### src/rtl/mesh_tile_pkg.sv
// Shared tile types: SRAM geometry, read-owner tag and the network command word.
package mesh_tile_pkg;

    localparam int SRAM_AW = 8;
    localparam int SRAM_DW = 8;

    typedef enum logic [1:0] {
        OWN_NONE = 2'd0,
        OWN_CORE = 2'd1,
        OWN_NET  = 2'd2
    } owner_t;

    typedef struct packed {
        logic               we;
        logic [SRAM_AW-1:0] addr;
        logic [SRAM_DW-1:0] wdata;
    } b_cmd_t;

endpackage

### src/rtl/mesh_cmd_fifo.sv
// Synchronous FIFO, push visible at head next cycle; push ignored when full, pop ignored when empty.
// Storage carries no reset so it can map onto flops without reset muxes.
module mesh_cmd_fifo #(
    parameter int DEPTH = 4,
    parameter int WIDTH = 17
) (
    input  logic                   clk,
    input  logic                   rst,
    input  logic                   push,
    input  logic [WIDTH-1:0]       push_dat,
    input  logic                   pop,
    output logic [WIDTH-1:0]       head,
    output logic                   full,
    output logic                   empty,
    output logic [$clog2(DEPTH):0] count
);

    localparam int PW = $clog2(DEPTH);
    localparam int CW = PW + 1;

    logic [WIDTH-1:0] mem [DEPTH];
    logic [PW-1:0]    wr_ptr;
    logic [PW-1:0]    rd_ptr;
    logic             do_push;
    logic             do_pop;

    assign full    = (count == CW'(DEPTH));
    assign empty   = (count == '0);
    assign do_push = push & ~full;
    assign do_pop  = pop & ~empty;
    assign head    = mem[rd_ptr];

    always_ff @(posedge clk) begin
        if (do_push) begin
            mem[wr_ptr] <= push_dat;
        end
    end

    // Pointers wrap naturally because DEPTH is a power of two.
    always_ff @(posedge clk) begin
        if (!rst) begin
            wr_ptr <= '0;
            rd_ptr <= '0;
            count  <= '0;
        end else begin
            if (do_push) begin
                wr_ptr <= wr_ptr + PW'(1);
            end
            if (do_pop) begin
                rd_ptr <= rd_ptr + PW'(1);
            end
            count <= count + CW'(do_push) - CW'(do_pop);
        end
    end

endmodule

### src/rtl/mesh_sram_arbiter.sv
// Shares one single-port SRAM between a never-stalling core port (absolute priority) and a
// buffered network port; network commands issue only in core-idle cycles, read data returns next cycle.
module mesh_sram_arbiter
    import mesh_tile_pkg::*;
#(
    parameter int B_FIFO_DEPTH = 4,
    parameter int STARVE_LIMIT = 64
) (
    input  logic               clk,
    input  logic               rst,
    input  logic               a_wen,
    input  logic [SRAM_AW-1:0] a_waddr,
    input  logic [SRAM_DW-1:0] a_wdata,
    input  logic               a_ren,
    input  logic [SRAM_AW-1:0] a_raddr,
    output logic [SRAM_DW-1:0] a_rdata,
    input  logic               b_valid,
    output logic               b_ready,
    input  logic               b_we,
    input  logic [SRAM_AW-1:0] b_addr,
    input  logic [SRAM_DW-1:0] b_wdata,
    output logic               b_rvalid,
    output logic [SRAM_DW-1:0] b_rdata,
    output logic               b_starve,
    output logic               a_conflict,
    output logic               sram_cen,
    output logic               sram_gwen,
    output logic [SRAM_AW-1:0] sram_a,
    output logic [SRAM_DW-1:0] sram_d,
    input  logic [SRAM_DW-1:0] sram_q
);

    localparam int CW = $clog2(B_FIFO_DEPTH) + 1;
    localparam int SW = $clog2(STARVE_LIMIT + 1);

    b_cmd_t          push_cmd;
    b_cmd_t          head_cmd;
    logic [CW-1:0]   fifo_count;
    logic            fifo_full;
    logic            fifo_empty;
    logic            fifo_unused;
    logic            push;
    logic            core_wr;
    logic            core_rd;
    logic            net_issue;
    owner_t          owner;
    owner_t          owner_nxt;
    logic [SW-1:0]   starve_cnt;
    logic [SW-1:0]   starve_nxt;

    assign push_cmd    = '{we: b_we, addr: b_addr, wdata: b_wdata};
    assign b_ready     = rst & (fifo_count < CW'(B_FIFO_DEPTH));
    assign push        = b_valid & b_ready;
    assign fifo_unused = fifo_full;

    mesh_cmd_fifo #(
        .DEPTH (B_FIFO_DEPTH),
        .WIDTH ($bits(b_cmd_t))
    ) u_cmd_fifo (
        .clk      (clk),
        .rst      (rst),
        .push     (push),
        .push_dat (push_cmd),
        .pop      (net_issue),
        .head     (head_cmd),
        .full     (fifo_full),
        .empty    (fifo_empty),
        .count    (fifo_count)
    );

    // Write wins over a same-cycle core read; the read is simply not issued.
    assign core_wr   = rst & a_wen;
    assign core_rd   = rst & a_ren & ~a_wen;
    assign net_issue = rst & ~a_wen & ~a_ren & ~fifo_empty;

    always_comb begin
        sram_cen  = 1'b1;
        sram_gwen = 1'b1;
        sram_a    = '0;
        sram_d    = '0;
        owner_nxt = OWN_NONE;
        if (core_wr) begin
            sram_cen  = 1'b0;
            sram_gwen = 1'b0;
            sram_a    = a_waddr;
            sram_d    = a_wdata;
        end else if (core_rd) begin
            sram_cen  = 1'b0;
            sram_a    = a_raddr;
            owner_nxt = OWN_CORE;
        end else if (net_issue) begin
            sram_cen  = 1'b0;
            sram_gwen = ~head_cmd.we;
            sram_a    = head_cmd.addr;
            sram_d    = head_cmd.wdata;
            if (!head_cmd.we) begin
                owner_nxt = OWN_NET;
            end
        end
    end

    always_comb begin
        starve_nxt = starve_cnt;
        if (fifo_empty || net_issue) begin
            starve_nxt = '0;
        end else if ((a_wen || a_ren) && (starve_cnt != SW'(STARVE_LIMIT))) begin
            starve_nxt = starve_cnt + SW'(1);
        end
    end

    always_ff @(posedge clk) begin
        if (!rst) begin
            owner      <= OWN_NONE;
            starve_cnt <= '0;
            b_starve   <= 1'b0;
            a_conflict <= 1'b0;
        end else begin
            owner      <= owner_nxt;
            starve_cnt <= starve_nxt;
            b_starve   <= (starve_nxt == SW'(STARVE_LIMIT));
            if (a_wen && a_ren) begin
                a_conflict <= 1'b1;
            end
        end
    end

    assign a_rdata  = sram_q;
    assign b_rvalid = rst & (owner == OWN_NET);
    assign b_rdata  = rst ? sram_q : '0;

endmodule
### config.mk
export PLATFORM = sky130hd
export DESIGN_NAME = mesh_sram_arbiter
export DESIGN_NICKNAME = d
export VERILOG_FILES = /design/src/rtl/mesh_tile_pkg.sv /design/src/rtl/mesh_cmd_fifo.sv /design/src/rtl/mesh_sram_arbiter.sv
export SDC_FILE = /design/constraint.sdc
export NUM_CORES = 1
export LEC_CHECK = 0
export CORE_MARGIN = 3
export CORE_UTILIZATION = 52
export CTS_BUF_LIST = sky130_fd_sc_hd__clkbuf_8
export DETAILED_ROUTE_END_ITERATION = 8
export PLACE_DENSITY_LB_ADDON = 0.12
export REMOVE_ABC_BUFFERS = 1
export SYNTH_ARGS = -nofsm -noshare
export SYNTH_HDL_FRONTEND = slang
export SYNTH_SLANG_ARGS = --single-unit
### constraint.sdc
create_clock -name clk -period 3.08 [get_ports clk]
set_input_delay 0.616 -clock clk [delete_from_list [all_inputs] [get_ports clk]]
set_output_delay 0.616 -clock clk [all_outputs]
set_load 0.1 [all_outputs]
## Word-level counts from Yosys, hierarchy flattened

Memory sizes are Yosys's and may differ from the RTL's. A register that Yosys moved wholly into a read port is not among the register bits.
Index checks and enable logic that the tools add are counted.

| storage, ports and cells | value |
|---|---|
| flip-flop bits (word level) | 18 |
| bits in writable memories | 68 |
| bits of input ports | 54 |
| output and inout port bits | 38 |
| word-level logic and storage cells | 66 |
| memories kept | 1 |

| cells by class | value |
|---|---|
| add/sub/neg operators | 5 |
| magnitude comparators | 1 |
| eq/ne operators | 4 |
| muxes and demuxes | 22 |
| bitwise operators | 18 |
| reductions and logical operators | 7 |

Memories:

| memory | words | bits a word | rd ports | clocked after memory_dff | wr ports | RTL line | text |
|---|---|---|---|---|---|---|---|
| u_cmd_fifo.mem | 4 | 17 | 1 | 1 | 1 | mesh_cmd_fifo.sv:21 | `logic [WIDTH-1:0] mem [DEPTH];` |

Operators by type and width:

| operator | number |
|---|---|
| 8-bit two-way mux | 7 |
| 7-bit two-way mux | 2 |
| 1-bit bitwise AND | 11 |
| 1-bit two-way mux | 10 |
| 7-bit by 1-bit adder with 7-bit output (second input constant) | 1 |
| 7-bit == test (second input constant) | 1 |
| 7-bit != test (second input constant) | 1 |
| 1-bit NOT | 7 |
| 2-bit two-way mux | 3 |
| 2-bit by 1-bit adder with 2-bit output (second input constant) | 2 |
| 4-bit OR reduction | 1 |
| 3-bit by 1-bit adder with 3-bit output | 1 |
| 3-bit == test (second input constant) | 1 |
| 3-bit zero test | 1 |
| 3-bit less-than comparator (second input constant) | 1 |
| 3-bit by 1-bit subtractor with 3-bit output | 1 |
| 2-bit == test (second input constant) | 1 |
| 1-bit logical AND | 2 |
| 1-bit logical OR | 2 |
| 2-bit OR reduction | 1 |

## Logic depth before layout (Yosys ltp)

Gate-level depths: netlist of the first run.

| depth | value |
|---|---|
| depth after elaboration | 7 |
| mapped depth | 12 |
| gate-level depth less buffers | 10 |

## Cells and area by module

From an unflattened synthesis of the first run, not the netlist that was laid out.

| unflattened totals | value |
|---|---|
| cell total of the unflattened synthesis | 261 |
| area, all modules | 3908.7 µm² |

By module, submodules not included:

| module | times used | cells an instance | area an instance (µm²) | sequential area each (µm²) |
|---|---|---|---|---|
| mesh_cmd_fifo | 1 | 140 | 2977.9 | 2222.1 |
| mesh_sram_arbiter | 1 | 121 | 930.9 | 220.2 |

## Least setup slack after synthesis of the first run

No wires, ideal clock.

| path | value |
|---|---|
| path type | in2out |
| start | input a_wen |
| end | output sram_cen |
| data arrival time | 3.149 ns |
| data required time | 2.464 ns |
| path slack | -0.685 ns |
| stages on the path | 3 |
| buffers on the path | 1 |
| cells stage by stage | clkbuf_2 -> or2_2 -> o21ai_0 |

| on the way | value |
|---|---|
| longest elaborated chain between the ends | 7 |
| elaborated cells between the ends (all ways) | 9 |
| classes of those cells | mux (3); bitwise (6) |

Ends and longest elaborated chain:

| item | RTL line | text |
|---|---|---|
| start, declared | mesh_sram_arbiter.sv:11 | `input logic a_wen,` |
| 1-bit NOT | mesh_sram_arbiter.sv:73, mesh_sram_arbiter.sv:74 |  |
| 1-bit bitwise AND (3 in series) | mesh_sram_arbiter.sv:74 | `assign net_issue = rst & ~a_wen & ~a_ren & ~fifo_empty;` |
| 1-bit two-way mux | mesh_sram_arbiter.sv:91 | `end else if (net_issue) begin` |
| 1-bit two-way mux | mesh_sram_arbiter.sv:87 | `end else if (core_rd) begin` |
| 1-bit two-way mux (*) | mesh_sram_arbiter.sv:82 | `if (core_wr) begin` |
| end, declared | mesh_sram_arbiter.sv:26 | `output logic sram_cen,` |

Every way passes the cells marked *; elsewhere a longest branch is shown, timed or not.

## Worst setup path after layout of the first run

| path | value |
|---|---|
| start | input a_wen |
| end | output sram_a[1] |

| on the way | value |
|---|---|
| longest elaborated chain between the ends | 7 |
| elaborated cells between the ends (all ways) | 9 |
| classes of those cells | mux (3); bitwise (6) |

Ends and longest elaborated chain:

| item | RTL line | text |
|---|---|---|
| 1-bit NOT | mesh_sram_arbiter.sv:73, mesh_sram_arbiter.sv:74 |  |
| 1-bit bitwise AND (3 in series) | mesh_sram_arbiter.sv:74 |  |
| 8-bit two-way mux | mesh_sram_arbiter.sv:91 |  |
| 8-bit two-way mux | mesh_sram_arbiter.sv:87 |  |
| 8-bit two-way mux (*) | mesh_sram_arbiter.sv:82 |  |
| end, declared | mesh_sram_arbiter.sv:28 | `output logic [SRAM_AW-1:0] sram_a,` |

Marks and branches as above.

==> metrics.md, run 1 <==
| Metric | Value |
|---|---|
| CP max stage cell | `clkdlybuf4s50_1` |
| CP top delay family | `buffers and inverters` |
| WHS | `around 0.52 ns` |
| Final Hold Fails | `0` |
| Syn Area/Cell | `approximately 16 sq um` |
| Post-Syn Instances | `approximately 250` |
| Initial DRC count | `~170` |
| Largest net degree at the start of global routing | `18` |
| Critical path type | `in2out` |
| DRT Pass-1 Iters | `4` |
| CP bufs+invs | `4` |
| Io pins | `between 90 and 100` |
| Max_slew headroom | `between 70% and 80%` |
| Skew final | `between 0.009 and 0.01 ns` |
| # Post-CTS Setup Buffers | `0` |
| CORE AREA | `7019 sq um` |
| Post-synth ARST share | `0%` |
| P_leak | `roughly 2.0 nW` |
| Internal power | `between 2 and 2.5 mW` |
| Wl on met1 | `approximately 3400 um` |
| Hold WC Path Type | `reg2reg` |
| WL met3 | `~480 um` |
| Buffers on Ports | `91` |
| Clock Power Share | `approximately a quarter` |
| Required time worst endpoint | `roughly 2.5 ns` |
| Cell chain of the critical path | `clkdlybuf4s50_1 -> nor2_1 -> and3_4 -> buf_4 -> a222oi_1 -> inv_1 -> buf_12` |
| Total Neg Setup Slack | `0 ns` |
| Initial core utilization | `a little under three fifths` |
| CTS sink count | `slightly below 90` |
| Post-CTS sizing | `0` |
| Post-synth EDFFs | `68` |
| Seq cells post-synth | `a little under 90` |
| Residual DRC | `0` |
| First-pass GRT wire length | `13700 um` |
| Chip height | `around 93 um` |
| MaxCap Viol Count | `0` |
| Sequential Power Share | `a little under half` |
| Pins Over Slew Limit | `0` |
| Status | `finished clean` |
| CP Launch Type | `primary input` |
| Worst stage delay on the critical path | `just over 0.5 ns` |
| Met2 WL | `4753 um` |
| Yosys warnings | `0` |
| Overall Global Routing Usage | `a little over a fifth` |
| Reg clk slew, reported paths | `~0.090 ns` |
| Final instance area | `5369 sq um` |
| CTS Buf Count | `9` |
| Clock Latency Late Sink | `0.35 ns` |
| Root Buffer Master | `clkbuf_8` |
| Final Wtd Congestion | `about 0.75` |
| Top_reg_cell synth | `edfxtp_1` |
| Layout cell share with drive strength beyond 1 | `about 22%` |
| Netlist cell types | `45` |
| Clock tree buffer depth | `2` |
| # rows | `30` |
| Slew of the pin with the lowest slew margin | `0.4478 ns` |
| Vias in the first global route | `around 2600` |
| Switching pwr | `approximately 0.97 mW` |
| Die span in x | `roughly 90 um` |
| Peak VDD IR | `between 400 and 500 uV` |
| Sw Share | `between 30% and 40%` |
| Mapped Area | `a little under 4000 sq um` |
| Max layer used | `met4` |
| WP data arrival | `roughly 2.3 ns` |
| Achievable Freq | `roughly 0.34 GHz` |
| Vias post-DR | `approximately 2500` |
| Pre-CTS WS | `around 0.14 ns` |
| Post-DRT Antenna Nets | `0` |
| Overflow after GRT | `0` |
| Final WS setup | `around 0.15 ns` |
| P&R area growth vs syn | `37.71%` |
| Tcrit/Tclk final | `around 95%` |
| Initial antenna violation count | `0` |
| Dpl hpwl | `~5900 um` |
| Fin util | `between 70% and 80%` |
| Fin crit period | `a little under 3 ns` |
| Vias/cell | `approximately 5.5` |
| CP Max Fanout | `11` |
| Comb pwr share | `between 20% and 30%` |
| CTS tree | `yes` |
| RSZ-0062 raised after global routing | `false` |
| DP Area | `between 5000 and 6000 sq um` |
| CTS Hold Bufs | `0` |
| Post-Route WL | `about 8700 um` |
| Crit end category | `output port` |
| ANT cells | `0` |
| Fin nets | `410` |
| Post-DR wirelength/cell | `19.48 um` |
| Pwr dens | `about 570 nW/um^2` |
| CTS H-tree depth | `3` |
| Final setup violation count | `0` |
| Die ar. | `8573 sq um` |
| Seq/Total Area, Yosys | `between 60 and 70%` |
==> metal layers <==
metal | vias to the layer above | track usage, %
met5 | - | 0
met4 | 0 | 6.064
met3 | 10 | 4.793
met2 | 85 | 38.85
met1 | 1227 | 25.39
li1 | 1149 | -
==> synth_stat cells (3+ instances only) <==
master     n  area (sq um)
and2_1    15         93.84
buf_2      3         15.01
nand3_1    3         15.01
dfxtp_1   20         400.4
inv_1     15         56.30
edfxtp_1  68          2042
a22o_1     8         70.07
a21oi_1    5         25.02
nand2_1    5         18.77
buf_4      8         60.06
nor2b_1    3         18.77
xnor2_1    5         43.79
xor2_1     5         43.79
ha_1       8         100.1
o21ai_0    5         25.02
clkbuf_1   4         15.01
a222oi_1   8         80.08
nor2_1    12         45.04
mux4_1    15         394.1
and3_1     4         25.02
==> flip-flops by register name, indices dropped and copies added (netlist names), named ones only <==
name and cells:
u_cmd_fifo.mem 68, starve_cnt 7, u_cmd_fifo.count 3, owner 2
u_cmd_fifo.rd_ptr 2, u_cmd_fifo.wr_ptr 2, a_conflict 1, b_starve 1
==> through the flow <==
stage	power, mW	instances
floorplan	1.888	229
global placement	2.259	432
detailed placement	2.283	432
CTS	3.088	448
global route	3.179	448
finish	3.064	448
==> placed cells by master, fill, tap and decap left out, types with 2 or more instances in the layout <==
cell type and instances:
xor2_1 5, o21a_1 2, or3_1 2, and3_1 4, mux4_1 15, clkdlybuf4s50_1 53
buf_12 29, o21ai_0 5, clkinvlp_4 2, nor2_1 12, a21oi_1 5, nor2b_1 3
dfxtp_1 20, inv_1 15, and2_1 15, clkbuf_8 9, nand3_1 3, nand2_1 5
a222oi_1 8, mux2i_1 2, a22o_1 8, ha_1 8, xnor2_1 5, mux4_2 2
buf_4 25, edfxtp_1 68
==> worst register-to-register path, cell delays in order, from the launching register on <==
cell and delay [ns]:
dfxtp_1 0.36, or3_4 0.42, and3_4 0.20, ha_1 0.28, inv_1 0.07, ha_1 0.15
inv_1 0.06, fa_1 0.37, xnor2_1 0.14, xnor2_1 0.12, and2_1 0.15
==> area by class of cell <==
type                    count  area (sq um)
multi-input cells         126          1249
flip-flops and latches     88          2442
well taps                  96         120.1
clock inverters             7         78.83
clock buffers               9         123.9
inverters                  15         56.30
fillers                   424          1650
repair buffers            107          1299
==> path summary, 6_finish.rpt <==
path	start	end	slack, ns	cells after the start
setup / recovery	a_wen	sram_a[1]	0.15	7
hold reg to reg	starve_cnt[6]$_SDFF_PN0_	starve_cnt[6]$_SDFF_PN0_	0.52	2
hold / removal	starve_cnt[6]$_SDFF_PN0_	starve_cnt[6]$_SDFF_PN0_	0.52	2
setup reg to reg	u_cmd_fifo.count[1]$_SDFF_PN0_	u_cmd_fifo.count[2]$_SDFF_PN0_	0.67	10
==> power by group through the flow <==
stage | Combinational [mW] | Sequential [mW] | Clock, mW
6_report | 0.871 | 1.39 | 0.804
5_1_grt | 0.912 | 1.40 | 0.871
4_1_cts | 0.877 | 1.39 | 0.821
3_5_place_dp | 0.868 | 1.42 | 0
3_3_place_gp | 0.849 | 1.41 | 0
2_1_floorplan | 0.469 | 1.42 | 0
==> cell families after synthesis <==
family	count (synthesis)	synth area share [%]
AO/OA/AOI/OAI	33	6.515
XOR/XNOR	10	2.246
adder cells (fa/ha/maj)	9	3.081
buffers and inverters	35	5.327
flip-flops	88	62.64
multiplexers	19	11.78
AND/OR/NAND/NOR	55	8.408
Note: power is estimated with default switching activity, not from simulation.
==> run 2: changes to the inputs <==
--- a/config.mk
+++ b/config.mk
@@ -7,7 +7,7 @@
 export LEC_CHECK = 0
 export CORE_MARGIN = 3
 export CORE_UTILIZATION = 52
-export CTS_BUF_LIST = sky130_fd_sc_hd__clkbuf_8
+export CTS_BUF_LIST = sky130_fd_sc_hd__clkbuf_4 sky130_fd_sc_hd__clkbuf_8
 export DETAILED_ROUTE_END_ITERATION = 8
 export PLACE_DENSITY_LB_ADDON = 0.12
 export REMOVE_ABC_BUFFERS = 1
==> results of run 2 <==
Final layout, timing and power as in run 1 (identical DEF).
==> run 3: changes to the inputs <==
--- a/config.mk
+++ b/config.mk
@@ -6,7 +6,7 @@
 export NUM_CORES = 1
 export LEC_CHECK = 0
 export CORE_MARGIN = 3
-export CORE_UTILIZATION = 52
+export CORE_UTILIZATION = 47
 export CTS_BUF_LIST = sky130_fd_sc_hd__clkbuf_4 sky130_fd_sc_hd__clkbuf_8
 export DETAILED_ROUTE_END_ITERATION = 8
 export PLACE_DENSITY_LB_ADDON = 0.12
==> constraint.sdc (replaced) <==
create_clock -name clk -period 2.55 [get_ports clk]
set_input_delay 0.51 -clock clk [delete_from_list [all_inputs] [get_ports clk]]
set_output_delay 0.51 -clock clk [all_outputs]
set_load 0.1 [all_outputs]
==> run 3 against run 2 <==
Against the previous run: final cell count is 5.1% higher; wire length is 7.2% lower; register-to-register slack worse by 0.56 ns; via count is 0.12% lower; hold slack worse by 0.019 ns; clock power is 13% higher; critical path depth is 1 lower; clock skew is 0.0087 ns higher; global-route usage is 4.0 points lower; design area is 5.9% higher; sequential share of layout area is 2.4 points lower; setup slack worse by 0.13 ns; highest routed layer unchanged.
==> metrics.md, run 3 (synthesis results as in run 1) <==
| Metric | Value |
|---|---|
| Status | `finished clean` |
| Achievable Freq | `around 0.40 GHz` |
| Final instance area | `5685 sq um (+5.9%)` |
| Largest net degree at the start of global routing | `19 (+1)` |
| Tcrit/Tclk final | `about 99%` |
| Post-DRT Antenna Nets | `0 (unchanged)` |
| Post-DR wirelength/cell | `17.20 um (-12%)` |
| Initial antenna violation count | `0 (unchanged)` |
| Top Registers | `u_cmd_fifo.mem: 68 flops, starve_cnt: 7 flops, u_cmd_fifo.count: 3 flops` |
| # rows | `32 (+6.7%)` |
| Peak VDD IR | `389.8 uV (-7.3%)` |
| Post-Route WL | `8099 um (-7.2%)` |
| Most flop-heavy register | `u_cmd_fifo.mem` |
| Vias in the first global route | `2559 (-1.8%)` |
| Die span in x | `97.08 um (+4.8%)` |
| Pwr dens | `657.9 nW/um^2 (+15%)` |
| DP Area | `5346 sq um (+3.5%)` |
| CTS Buf Count | `9 (unchanged)` |
| Root Buffer Master | `clkbuf_8` |
| Final WS setup | `0.02056 ns (-0.1269 ns)` |
| WP data arrival | `2.02 ns (-0.30 ns)` |
| Crit end category | `output port` |
| Layout cell share with drive strength beyond 1 | `28.46% (+6.0 points)` |
| CTS tree | `yes` |
| Final Hold Fails | `0 (unchanged)` |
| Commonest non-fill, non-tap cell in the layout | `edfxtp_1` |
| Buffers on Ports | `91 (unchanged)` |
| Overall Global Routing Usage | `17.43% (-4.0 points)` |
| Max_slew headroom | `76.70% (+6.6 points)` |
| CTS Hold Bufs | `0 (unchanged)` |
| Residual DRC | `0 (unchanged)` |
| CTS sink count | `88 (unchanged)` |
| Hold WC Path Type | `reg2reg` |
| MaxCap Viol Count | `0 (unchanged)` |
| Pre-CTS WS | `-0.1635 ns (-0.3038 ns)` |
| Max reg flops | `68 (unchanged)` |
| Placed Instances | `441 (+2.1%)` |
| Total power | `3.740 mW (+22%)` |
| RSZ-0062 raised after global routing | `true` |
| Die ar. | `9424 sq um (+9.9%)` |
| CP Launch Type | `register` |
| Dpl hpwl | `5496 um (-6.2%)` |
| Overflow after GRT | `0 (unchanged)` |
| Skew final | `0.01802 ns (+0.008702 ns)` |
| Io pins | `92 (unchanged)` |
| Pins Over Slew Limit | `0 (unchanged)` |
| Fin crit period | `2.529 ns` |
| Reg clk slew, reported paths | `0.10 ns (about the same)` |
| Slew of the pin with the lowest slew margin | `0.3459 ns (-0.1019 ns)` |
| Fin util | `72.08% (-4.4 points)` |
| Commonest non-fill, non-tap cells in the layout | `edfxtp_1, clkdlybuf4s50_1, buf_12` |
| Fin nets | `427 (+4.1%)` |
| CTS H-tree depth | `3 (unchanged)` |
| Chip height | `97.08 um (+4.8%)` |
| WHS | `0.5054 ns (-0.01861 ns)` |
| Initial core utilization | `49.43% (-6.1 points)` |
| First-pass GRT wire length | `12910 um (-5.7%)` |
| DRT Pass-1 Iters | `4 (unchanged)` |
| CORE AREA | `7888 sq um (+12%)` |
| Vias/cell | `5.240 (-5.0%)` |
| Clock tree buffer depth | `2 (unchanged)` |
| Reg2Reg Setup Slack | `0.11 ns (-0.56 ns)` |
| Critical path type | `reg2out` |
| Initial DRC count | `156 (-6.6%)` |
| Required time worst endpoint | `2.04 ns (-0.42 ns)` |
| P&R area growth vs syn | `45.83%` |
| Vias post-DR | `2468 (-0.12%)` |
| CP Max Fanout | `7 (-4)` |
| Non-Filler Instances | `471 (+5.1%)` |
| Total Neg Setup Slack | `0 ns (unchanged)` |
| Final Wtd Congestion | `0.7314 (-3.1%)` |
| ANT cells | `0 (unchanged)` |
| Clock Latency Late Sink | `0.35 ns (about the same)` |
| Final setup violation count | `0 (unchanged)` |
| P_leak | `2.138 nW (+7.3%)` |
[run 3: worst paths after layout]
path,start,cells past startpoint,end
min,starve_cnt[6]$_SDFF_PN0_,2,starve_cnt[6]$_SDFF_PN0_
max,u_cmd_fifo.count[1]$_SDFF_PN0_,6,sram_a[7]
min reg2reg,starve_cnt[6]$_SDFF_PN0_,2,starve_cnt[6]$_SDFF_PN0_
max reg2reg,u_cmd_fifo.count[1]$_SDFF_PN0_,11,u_cmd_fifo.count[2]$_SDFF_PN0_
[run 3: worst max-delay path, cell delays in order (launching register included)]
cell and delay (ns):
dfxtp_4 0.35, or3_4 0.38, and3_4 0.20, buf_6 0.14, a222oi_1 0.30, inv_1 0.12
buf_12 0.18
[run 3: power by group]
group / internal [mW] / switching (mW) / leakage (nW)
registers: 1.64 / 0.0369 / 0.781
clock network: 0.382 / 0.526 / 0.0966
logic: 0.516 / 0.641 / 1.26
total: 2.54 / 1.20 / 2.14
[run 3: layer usage]
layer | vias up | global-route usage [%] | share of wire [%]
met3 | 8 | 3.518 | 4.5
met2 | 64 | 30.47 | 53
li1 | 1181 | - | -
met1 | 1215 | 21.78 | 41
met5 | - | 0 | 0
met4 | 0 | 5.508 | 1.3
[run 3: final cells by class]
| cell class | instances | area (sq um) |
|---|---|---|
| clock buffer | 9 | 123.9 |
| sequential | 88 | 2449 |
| inverter | 15 | 56.30 |
| fill | 503 | 2202 |
| tap | 102 | 127.6 |
| clock inverter | 7 | 72.57 |
| timing repair buffer | 124 | 1623 |
| multi-input combinational | 126 | 1234 |
[run 3: repair_timing]
item / CTS / global route
pin swaps: 5 / 8
gates resized for setup: 10 / 9
setup endpoints to repair: 9 / 11
setup buffers: 7 / 6
gates cloned: 0 / 1
